$ cat config.mk
export PLATFORM = sky130hd
export DESIGN_NAME = mem_bus_arbiter_flat
export DESIGN_NICKNAME = d
export VERILOG_FILES = /design/src/rtl/mem_bus_arbiter_if.sv /design/src/rtl/mem_bus_arbiter.sv /design/src/flat_wrapper.sv
export SDC_FILE = /design/constraint.sdc
export NUM_CORES = 1
export LEC_CHECK = 0
export CAP_MARGIN = 20
export CORE_ASPECT_RATIO = 0.5
export CORE_MARGIN = 2
export CORE_UTILIZATION = 35
export DETAILED_ROUTE_END_ITERATION = 10
export GPL_ROUTABILITY_DRIVEN = 1
export GPL_TIMING_DRIVEN = 0
export PLACE_DENSITY = 0.72
export REMOVE_ABC_BUFFERS = 1
export SKIP_CTS_REPAIR_TIMING = 1
export SYNTH_ARGS = -nofsm -noshare
export SYNTH_HDL_FRONTEND = slang
export SYNTH_SLANG_ARGS = --single-unit
$ cat constraint.sdc
create_clock -name clk_i -period 2.4 [get_ports clk_i]
set_input_delay 0.48 -clock clk_i [delete_from_list [all_inputs] [get_ports clk_i]]
set_output_delay 0.48 -clock clk_i [all_outputs]
set_load 0.05 [all_outputs]
$ cat src/rtl/mem_bus_arbiter_if.sv
// Signal bundle between the CPU datapath, mem_bus_arbiter and the shared memory bus.
// master: arbiter view. slave: environment view (datapath requesters plus memory).
interface mem_bus_arbiter_if;
  logic        inst_req_i;
  logic [31:0] inst_addr_i;
  logic        inst_gnt_o;
  logic        inst_rvalid_o;
  logic [31:0] inst_rdata_o;

  logic        data_req_i;
  logic        data_we_i;
  logic [3:0]  data_sel_i;
  logic [31:0] data_addr_i;
  logic [31:0] data_wdata_i;
  logic        data_gnt_o;
  logic        data_rvalid_o;
  logic [31:0] data_rdata_o;

  logic        err_o;

  logic        bus_req_o;
  logic        bus_we_o;
  logic [3:0]  bus_sel_o;
  logic [31:0] bus_addr_o;
  logic [31:0] bus_wdata_o;
  logic        bus_ack_i;
  logic [31:0] bus_rdata_i;

  modport master (
    input  inst_req_i, inst_addr_i,
    input  data_req_i, data_we_i, data_sel_i, data_addr_i, data_wdata_i,
    input  bus_ack_i, bus_rdata_i,
    output inst_gnt_o, inst_rvalid_o, inst_rdata_o,
    output data_gnt_o, data_rvalid_o, data_rdata_o,
    output err_o,
    output bus_req_o, bus_we_o, bus_sel_o, bus_addr_o, bus_wdata_o
  );

  modport slave (
    output inst_req_i, inst_addr_i,
    output data_req_i, data_we_i, data_sel_i, data_addr_i, data_wdata_i,
    output bus_ack_i, bus_rdata_i,
    input  inst_gnt_o, inst_rvalid_o, inst_rdata_o,
    input  data_gnt_o, data_rvalid_o, data_rdata_o,
    input  err_o,
    input  bus_req_o, bus_we_o, bus_sel_o, bus_addr_o, bus_wdata_o
  );
endinterface

$ cat src/rtl/mem_bus_arbiter.sv
// Fetch/data arbiter onto one single-outstanding memory bus with ack timeout.
// Optional: define ARB_ROUND_ROBIN_EN for round-robin instead of data-first priority.
module mem_bus_arbiter #(
  parameter int TIMEOUT = 255
) (
  input  logic               clk_i,
  input  logic               rst_i,
  mem_bus_arbiter_if.master  port
);

  localparam int CW = (TIMEOUT > 0) ? $clog2(TIMEOUT + 1) : 1;
  localparam logic [CW-1:0] LIMIT = CW'((TIMEOUT > 0) ? TIMEOUT - 1 : 0);

  localparam logic [1:0] IDLE = 2'd0;
  localparam logic [1:0] INST = 2'd1;
  localparam logic [1:0] DATA = 2'd2;

  logic [1:0]    state;
  logic [CW-1:0] cnt;
  logic          busy;
  logic          data_wins;
  logic          inst_gnt;
  logic          data_gnt;
  logic          timeout_hit;

  logic          bus_we;
  logic [3:0]    bus_sel;
  logic [31:0]   bus_addr;
  logic [31:0]   bus_wdata;
  logic          inst_rvalid;
  logic          data_rvalid;
  logic [31:0]   inst_rdata;
  logic [31:0]   data_rdata;
  logic          err;

`ifdef ARB_ROUND_ROBIN_EN
  logic last_inst;

  // On contention the side granted less recently wins.
  assign data_wins = !port.inst_req_i || last_inst;

  always_ff @(posedge clk_i) begin
    if (!rst_i)
      last_inst <= 1'b1;
    else if (inst_gnt || data_gnt)
      last_inst <= inst_gnt;
  end
`else
  assign data_wins = 1'b1;
`endif

  assign busy     = (state != IDLE);
  assign data_gnt = rst_i && !busy && port.data_req_i && data_wins;
  assign inst_gnt = rst_i && !busy && port.inst_req_i && !data_gnt;

  // Counter holds the number of busy cycles already spent waiting for ack.
  assign timeout_hit = (TIMEOUT != 0) && busy && !port.bus_ack_i && (cnt == LIMIT);

  // NOTE: sequential state uses non-blocking assignments so every register
  // samples pre-edge values regardless of statement order.
  always_ff @(posedge clk_i) begin
    if (!rst_i) begin
      state       <= IDLE;
      cnt         <= '0;
      bus_we      <= 1'b0;
      bus_sel     <= 4'h0;
      bus_addr    <= 32'h0;
      bus_wdata   <= 32'h0;
      inst_rvalid <= 1'b0;
      data_rvalid <= 1'b0;
      inst_rdata  <= 32'h0;
      data_rdata  <= 32'h0;
      err         <= 1'b0;
    end else begin
      inst_rvalid <= 1'b0;
      data_rvalid <= 1'b0;
      err         <= 1'b0;
      case (state)
        IDLE: begin
          if (data_gnt) begin
            state     <= DATA;
            cnt       <= '0;
            bus_we    <= port.data_we_i;
            bus_sel   <= port.data_sel_i;
            bus_addr  <= port.data_addr_i;
            bus_wdata <= port.data_wdata_i;
          end else if (inst_gnt) begin
            state     <= INST;
            cnt       <= '0;
            bus_we    <= 1'b0;
            bus_sel   <= 4'hF;
            bus_addr  <= port.inst_addr_i;
            bus_wdata <= 32'h0;
          end
        end
        INST, DATA: begin
          if (port.bus_ack_i) begin
            state <= IDLE;
            if (state == INST) begin
              inst_rvalid <= 1'b1;
              inst_rdata  <= port.bus_rdata_i;
            end else begin
              data_rvalid <= 1'b1;
              data_rdata  <= bus_we ? 32'h0 : port.bus_rdata_i;
            end
          end else if (timeout_hit) begin
            state <= IDLE;
            err   <= 1'b1;
            if (state == INST) begin
              inst_rvalid <= 1'b1;
              inst_rdata  <= 32'h0;
            end else begin
              data_rvalid <= 1'b1;
              data_rdata  <= 32'h0;
            end
          end else if (cnt != '1) begin
            cnt <= cnt + 1'b1;
          end
        end
        default: state <= IDLE;
      endcase
    end
  end

  assign port.inst_gnt_o    = inst_gnt;
  assign port.data_gnt_o    = data_gnt;
  assign port.bus_req_o     = busy;
  assign port.bus_we_o      = bus_we;
  assign port.bus_sel_o     = bus_sel;
  assign port.bus_addr_o    = bus_addr;
  assign port.bus_wdata_o   = bus_wdata;
  assign port.inst_rvalid_o = inst_rvalid;
  assign port.inst_rdata_o  = inst_rdata;
  assign port.data_rvalid_o = data_rvalid;
  assign port.data_rdata_o  = data_rdata;
  assign port.err_o         = err;

endmodule

$ cat src/flat_wrapper.sv
// flat-port wrapper written by rule: the top's interface ports become plain ports
module mem_bus_arbiter_flat 
#(
  parameter int TIMEOUT = 255
)
  (clk_i, rst_i, port_inst_req_i, port_inst_addr_i, port_data_req_i, port_data_we_i, port_data_sel_i, port_data_addr_i, port_data_wdata_i, port_bus_ack_i, port_bus_rdata_i, port_inst_gnt_o, port_inst_rvalid_o, port_inst_rdata_o, port_data_gnt_o, port_data_rvalid_o, port_data_rdata_o, port_err_o, port_bus_req_o, port_bus_we_o, port_bus_sel_o, port_bus_addr_o, port_bus_wdata_o);
  mem_bus_arbiter_if port_i ();
  input  logic clk_i;
  input  logic rst_i;
  input wire logic [$bits(port_i.inst_req_i)-1:0] port_inst_req_i;
  input wire logic [$bits(port_i.inst_addr_i)-1:0] port_inst_addr_i;
  input wire logic [$bits(port_i.data_req_i)-1:0] port_data_req_i;
  input wire logic [$bits(port_i.data_we_i)-1:0] port_data_we_i;
  input wire logic [$bits(port_i.data_sel_i)-1:0] port_data_sel_i;
  input wire logic [$bits(port_i.data_addr_i)-1:0] port_data_addr_i;
  input wire logic [$bits(port_i.data_wdata_i)-1:0] port_data_wdata_i;
  input wire logic [$bits(port_i.bus_ack_i)-1:0] port_bus_ack_i;
  input wire logic [$bits(port_i.bus_rdata_i)-1:0] port_bus_rdata_i;
  output wire logic [$bits(port_i.inst_gnt_o)-1:0] port_inst_gnt_o;
  output wire logic [$bits(port_i.inst_rvalid_o)-1:0] port_inst_rvalid_o;
  output wire logic [$bits(port_i.inst_rdata_o)-1:0] port_inst_rdata_o;
  output wire logic [$bits(port_i.data_gnt_o)-1:0] port_data_gnt_o;
  output wire logic [$bits(port_i.data_rvalid_o)-1:0] port_data_rvalid_o;
  output wire logic [$bits(port_i.data_rdata_o)-1:0] port_data_rdata_o;
  output wire logic [$bits(port_i.err_o)-1:0] port_err_o;
  output wire logic [$bits(port_i.bus_req_o)-1:0] port_bus_req_o;
  output wire logic [$bits(port_i.bus_we_o)-1:0] port_bus_we_o;
  output wire logic [$bits(port_i.bus_sel_o)-1:0] port_bus_sel_o;
  output wire logic [$bits(port_i.bus_addr_o)-1:0] port_bus_addr_o;
  output wire logic [$bits(port_i.bus_wdata_o)-1:0] port_bus_wdata_o;
  assign port_i.inst_req_i = port_inst_req_i;
  assign port_i.inst_addr_i = port_inst_addr_i;
  assign port_i.data_req_i = port_data_req_i;
  assign port_i.data_we_i = port_data_we_i;
  assign port_i.data_sel_i = port_data_sel_i;
  assign port_i.data_addr_i = port_data_addr_i;
  assign port_i.data_wdata_i = port_data_wdata_i;
  assign port_i.bus_ack_i = port_bus_ack_i;
  assign port_i.bus_rdata_i = port_bus_rdata_i;
  assign port_inst_gnt_o = port_i.inst_gnt_o;
  assign port_inst_rvalid_o = port_i.inst_rvalid_o;
  assign port_inst_rdata_o = port_i.inst_rdata_o;
  assign port_data_gnt_o = port_i.data_gnt_o;
  assign port_data_rvalid_o = port_i.data_rvalid_o;
  assign port_data_rdata_o = port_i.data_rdata_o;
  assign port_err_o = port_i.err_o;
  assign port_bus_req_o = port_i.bus_req_o;
  assign port_bus_we_o = port_i.bus_we_o;
  assign port_bus_sel_o = port_i.bus_sel_o;
  assign port_bus_addr_o = port_i.bus_addr_o;
  assign port_bus_wdata_o = port_i.bus_wdata_o;
  mem_bus_arbiter #(.TIMEOUT(TIMEOUT)) u_core (.clk_i(clk_i), .rst_i(rst_i), .port(port_i));
endmodule
Word level (Yosys, flattened, before mapping). Index checks and enable logic that the tools add are counted.

Register bits: 146. Output and inout bits: 139. Logic and storage cells: 81.

Add/sub/neg operators: 1. Equal/unequal tests: 9. Mux-type cells: 35. Bitwise operators: 3. Reduce and logical (&&, ||, !) cells: 22.

Operators with widths (number): 2-to-1 mux 32 bit (13); 2-to-1 mux 8 bit (5); one-hot mux 8 bit (2 select lines) (1); 2-to-1 mux 1 bit (9); adder 8 x 1 -> 8 bit, second input constant (1); equality test 8 bit, second input constant (1); 2-to-1 mux 2 bit (4); 2-to-1 mux 4 bit (2); inequality test 8 bit, second input constant (1); nonzero test 2 bit (4); logical AND 1 bit (6); inequality test 3 x 2 -> 1 bit, second input constant (2); AND reduction 2 bit (3); AND reduction 3 bit (2); AND reduction 5 bit (1); inequality test 2 bit, second input constant (2); one-hot mux 2 bit (2 select lines) (1); logical NOT 1 bit (3); NOT 1 bit (3); OR reduction 3 bit (1); equality test 2 x 1 -> 1 bit, second input constant (1); equality test 2 bit, second input constant (1); logical NOT 2 bit (1); inequality test 2 x 1 -> 1 bit, second input constant (1); OR reduction 2 bit (1).

Longest topological paths before layout.
Word-level depth: 9. Mapped depth: 8. Gate-level depth less buffers: 6.

Worst setup path after synthesis. Ideal clock, no wire load.

Path type: flip-flop to output port. Start: reg u_core.state[1]. End: out port_inst_gnt_o. Arrival time: 1.818 ns. Required time: 1.920 ns. Slack: 0.102 ns. Stages on the path, launching flop included: 5. Cell sequence: dfxtp_1 -> inv_1 -> ha_1 -> nand2_1 -> nor3_1.

Word-level cells in the longest chain between the ends: 6. Elaborated cells on any way between the ends: 7. Classes of those cells: reduce/logical (7).

Ends and longest elaborated chain: from (decl) (line mem_bus_arbiter.sv:18) `logic [1:0] state;`; from (signal assigned) (line mem_bus_arbiter.sv:63) `state <= IDLE;`; from (signal assigned) (line mem_bus_arbiter.sv:81) `state <= DATA;`; from (signal assigned) (line mem_bus_arbiter.sv:88) `state <= INST;`; nonzero test 2 bit (*) (line mem_bus_arbiter.sv:52) `assign busy = (state != IDLE);`; logical NOT 1 bit (*) (line mem_bus_arbiter.sv:53, mem_bus_arbiter.sv:54); logical AND 1 bit (*) (line mem_bus_arbiter.sv:53, mem_bus_arbiter.sv:54); logical AND 1 bit (line mem_bus_arbiter.sv:53) `assign data_gnt = rst_i && !busy && port.data_req_i && data_wins;`; logical NOT 1 bit (line mem_bus_arbiter.sv:54) `assign inst_gnt = rst_i && !busy && port.inst_req_i && !data_gnt;`; logical AND 1 bit (*) (line mem_bus_arbiter.sv:54); to (decl) (line flat_wrapper.sv:19) `output wire logic [$bits(port_i.inst_gnt_o)-1:0] port_inst_gnt_o;`.

Mark *: on every way between the ends. The rest lies on a longest branch, timed or not.

Worst setup path in the final report.
Start: reg u_core.state[1]. End: out port_data_gnt_o.

Word-level cells in the longest chain between the ends: 4.

Ends and longest elaborated chain: nonzero test 2 bit (line mem_bus_arbiter.sv:52); logical NOT 1 bit (line mem_bus_arbiter.sv:53); logical AND 1 bit (2 in a row) (line mem_bus_arbiter.sv:53); to (decl) (line flat_wrapper.sv:22) `output wire logic [$bits(port_i.data_gnt_o)-1:0] port_data_gnt_o;`.

Every way passes these cells.

==> flow_summary.json <==
{
  "synth.most_common_cell": "dfxtp_1",
  "final-hold-violation-count": 0,
  "hold_class": "flip-flop to flip-flop",
  "p_leak_nw": 3.34,
  "drive_gt1_share_pct": 7.04,
  "yosysTopAreaCellShare_pct": 54.1,
  "synth_area_um2": 5410,
  "yosysWarnings": 0,
  "synth_cells": 557,
  "grt_max_degree": 52,
  "nNetsFinal": 955,
  "p_per_area_nw_per_um2": 773,
  "combPwrFrac_pct": 24.6,
  "avgSynthCellArea_um2": 9.71,
  "drt-pass1-iter-count": 4,
  "cpPeakStageDelay_ns": 0.31,
  "critPathKind": "flip-flop to primary output",
  "die_h_um": 91.9,
  "grt_pass1_vias": 5233,
  "wl_per_cell_um": 17.4,
  "htreeDepth": 4,
  "path_cells": "inv_1, ha_4, nand3_4, inv_8, buf_16, buf_6",
  "coreArea_um2": 15300,
  "ctsRootBufferMaster": "clkbuf_16",
  "vias": 5298,
  "grt.total_usage_pct": 20.5,
  "ant_nets": 0,
  "rsz0062_at_grt": "true",
  "synth_top_area_cell": "dfxtp_1",
  "syn_to_final_growth_pct": 65.0,
  "reg2reg_depth": 6,
  "pwr-share-seq_pct": 38.7,
  "fillers": 1297,
  "arrival_ns": 1.88,
  "ys_seq_area_share_pct": 54.1,
  "rows": 32,
  "cap_violations": 0,
  "regToRegSetupSlack_ns": 0.15,
  "clock-sinks": 146,
  "synthTopCellsByCount": "dfxtp_1, nand2_1, nor2_1",
  "finalCritPeriodShare_pct": 98.4,
  "crit_path_start_kind": "flip-flop",
  "setup_tns_ns": 0,
  "worstMarginPinSlew_ns": 0.808,
  "cts_buffers": 17,
  "vias_per_cell": 5.15,
  "critPathCapture": "port_data_gnt_o",
  "cellInternalPower_mw": 4.61,
  "io_pins": 277,
  "cp_num_cells": 6,
  "ir_drop_mv": 0.565,
  "path_delay_family": "buffers and inverters",
  "startpoint": "u_core.state[1]",
  "status": "completed",
  "drc_errors": 0,
  "r2r_end": "u_core.port.inst_rdata_o[19]",
  "path_buf_inv": 4,
  "finalSetupViolCount": 0,
  "synth-edff-count": 0,
  "slew_viol_final": 0,
  "fin_worst_skew_ns": 0.0115,
  "r2r-start": "u_core.state[1]",
  "worstPathRequired_ns": 1.92,
  "cp-end-kind": "primary output",
  "slowest_stage": "dfxtp_1",
  "switching_share_pct": 33.1,
  "hpwlAfterDp_um": 12000,
  "total_power_mw": 6.89,
  "postSynth.asyncResetShare_pct": 0,
  "fin_crit_ns": 2.36,
  "finalWeightedCongestion": 0.837,
  "synth-seq-cells": 146,
  "start_util_pct": 35.4,
  "diodes": 0,
  "switching_power_mw": 2.28,
  "worstSkewPairLatency_ns": 0.41,
  "dieArea_um2": 16500,
  "grt_overflow": 0,
  "wl_um": 17900,
  "cts.clk_slew.worst_paths_ns": 0.06,
  "slew-limit-headroom_pct": 46.0,
  "cts_tree": "done",
  "numPortBuffers": 276,
  "max_freq_ghz": 0.424,
  "synth.distinct_cells": 46,
  "clk_path_buf_depth": 2,
  "die_w_um": 180,
  "antenna_found_initial": 0,
  "synth.top_cells.by_area": "dfxtp_1, a22o_1, nand2_1",
  "worst-path-max-fanout": 51,
  "drt_first_iter_violations": 276,
  "grt_pass1_wl_um": 27400,
  "clockPowerShare_pct": 36.7,
  "yosys_most_used_dff": "dfxtp_1"
}
==> layer usage <==
metal | GRT usage [%] | wire (µm)
met5 | 0 | 0
met4 | 7.93 | 442
met3 | 4.77 | 967
met2 | 36.0 | 8890
met1 | 24.5 | 7600
==> logic make-up after synthesis <==
logic type,share of synthesized area (%)
adders and majority gates,1.39
AOI/OAI and AO/OA,25.3
and+or+nand+nor,14.2
buffers and inverters,5.09
DFF,54.1
==> cells in the final DEF (no fill, tap or decap), types with 5 or more instances in the layout <==
master	n
clkdlybuf4s50_1	271
dfxtp_1	146
nand2_1	77
nor2_1	75
a22o_1	62
a22oi_1	33
a311oi_1	32
clkbuf_16	17
nand3_1	8
inv_1	7
and3_1	6
o22ai_1	5
ha_1	5
inv_6	5
==> layout make-up <==
type                            instances  area [µm²]  share of cell area, %
Clock buffer                           17         425                   4.77
Clock inverter                         15         141                   1.58
Inverter                                9        41.3                  0.463
Timing Repair Buffer                  282        2880                   32.2
Multi-Input combinational cell        355        2260                   25.3
Sequential cell                       146        2920                   32.8
Tap cell                              204         255                   2.86
==> stage by stage <==
| step | setup slack (ns) | utilization [%] | cell area (µm²) | hold slack [ns] | cells |
|---|---|---|---|---|---|
| global route | -0.0483 | 58.5 | 8920 | 0.492 | 1028 |
| CTS | -2.24 | 58.1 | 8860 | 0.475 | 1025 |
| finish | 0.0392 | 58.5 | 8920 | 0.471 | 1028 |
| global placement | -4.14 | 53.6 | 8180 | 0.456 | 988 |
| detailed placement | -2.21 | 54.4 | 8300 | 0.460 | 993 |
| floorplan | -0.969 | - | 5160 | 0.472 | 508 |
==> power groups by stage <==
stage / Combinational [mW] / Sequential (mW) / Clock [mW]
finish: 1.70 / 2.67 / 2.53
global route: 1.80 / 2.68 / 2.69
CTS: 1.68 / 2.67 / 2.58
detailed placement: 1.67 / 2.72 / 0
global placement: 1.64 / 2.71 / 0
floorplan: 0.440 / 3.24 / 0
==> worst register-to-register path: stages (launching register included) <==
cell     delay [ns]
dfxtp_1        0.31
inv_1          0.18
ha_4           0.25
and2b_1        0.28
a31oi_4        0.23
o21a_2         0.66
a22o_1         0.29
==> sequential cells by signal, indices dropped and copies added (netlist names), 2 cells and up <==
name,cells
u_core.port.inst_rdata_o,32
u_core.cnt,8
u_core.port.bus_wdata_o,32
u_core.port.bus_addr_o,32
u_core.port.bus_sel_o,4
u_core.port.data_rdata_o,32
u_core.state,2
==> worst min-delay path by stage <==
stage                                 start                           end  slack [ns]  cells past startpoint
2_1_floorplan                 u_core.cnt[3]                 u_core.cnt[3]        0.47                      2
3_3_place_gp   u_core.port.inst_rdata_o[29]  u_core.port.inst_rdata_o[29]        0.46                      1
3_5_place_dp   u_core.port.inst_rdata_o[29]  u_core.port.inst_rdata_o[29]        0.46                      1
4_1_cts        u_core.port.inst_rdata_o[29]  u_core.port.inst_rdata_o[29]        0.48                      1
5_1_grt        u_core.port.inst_rdata_o[29]  u_core.port.inst_rdata_o[29]        0.49                      1
6_report       u_core.port.inst_rdata_o[29]  u_core.port.inst_rdata_o[29]        0.47                      1
Note: power is estimated with default switching activity, not from simulation.
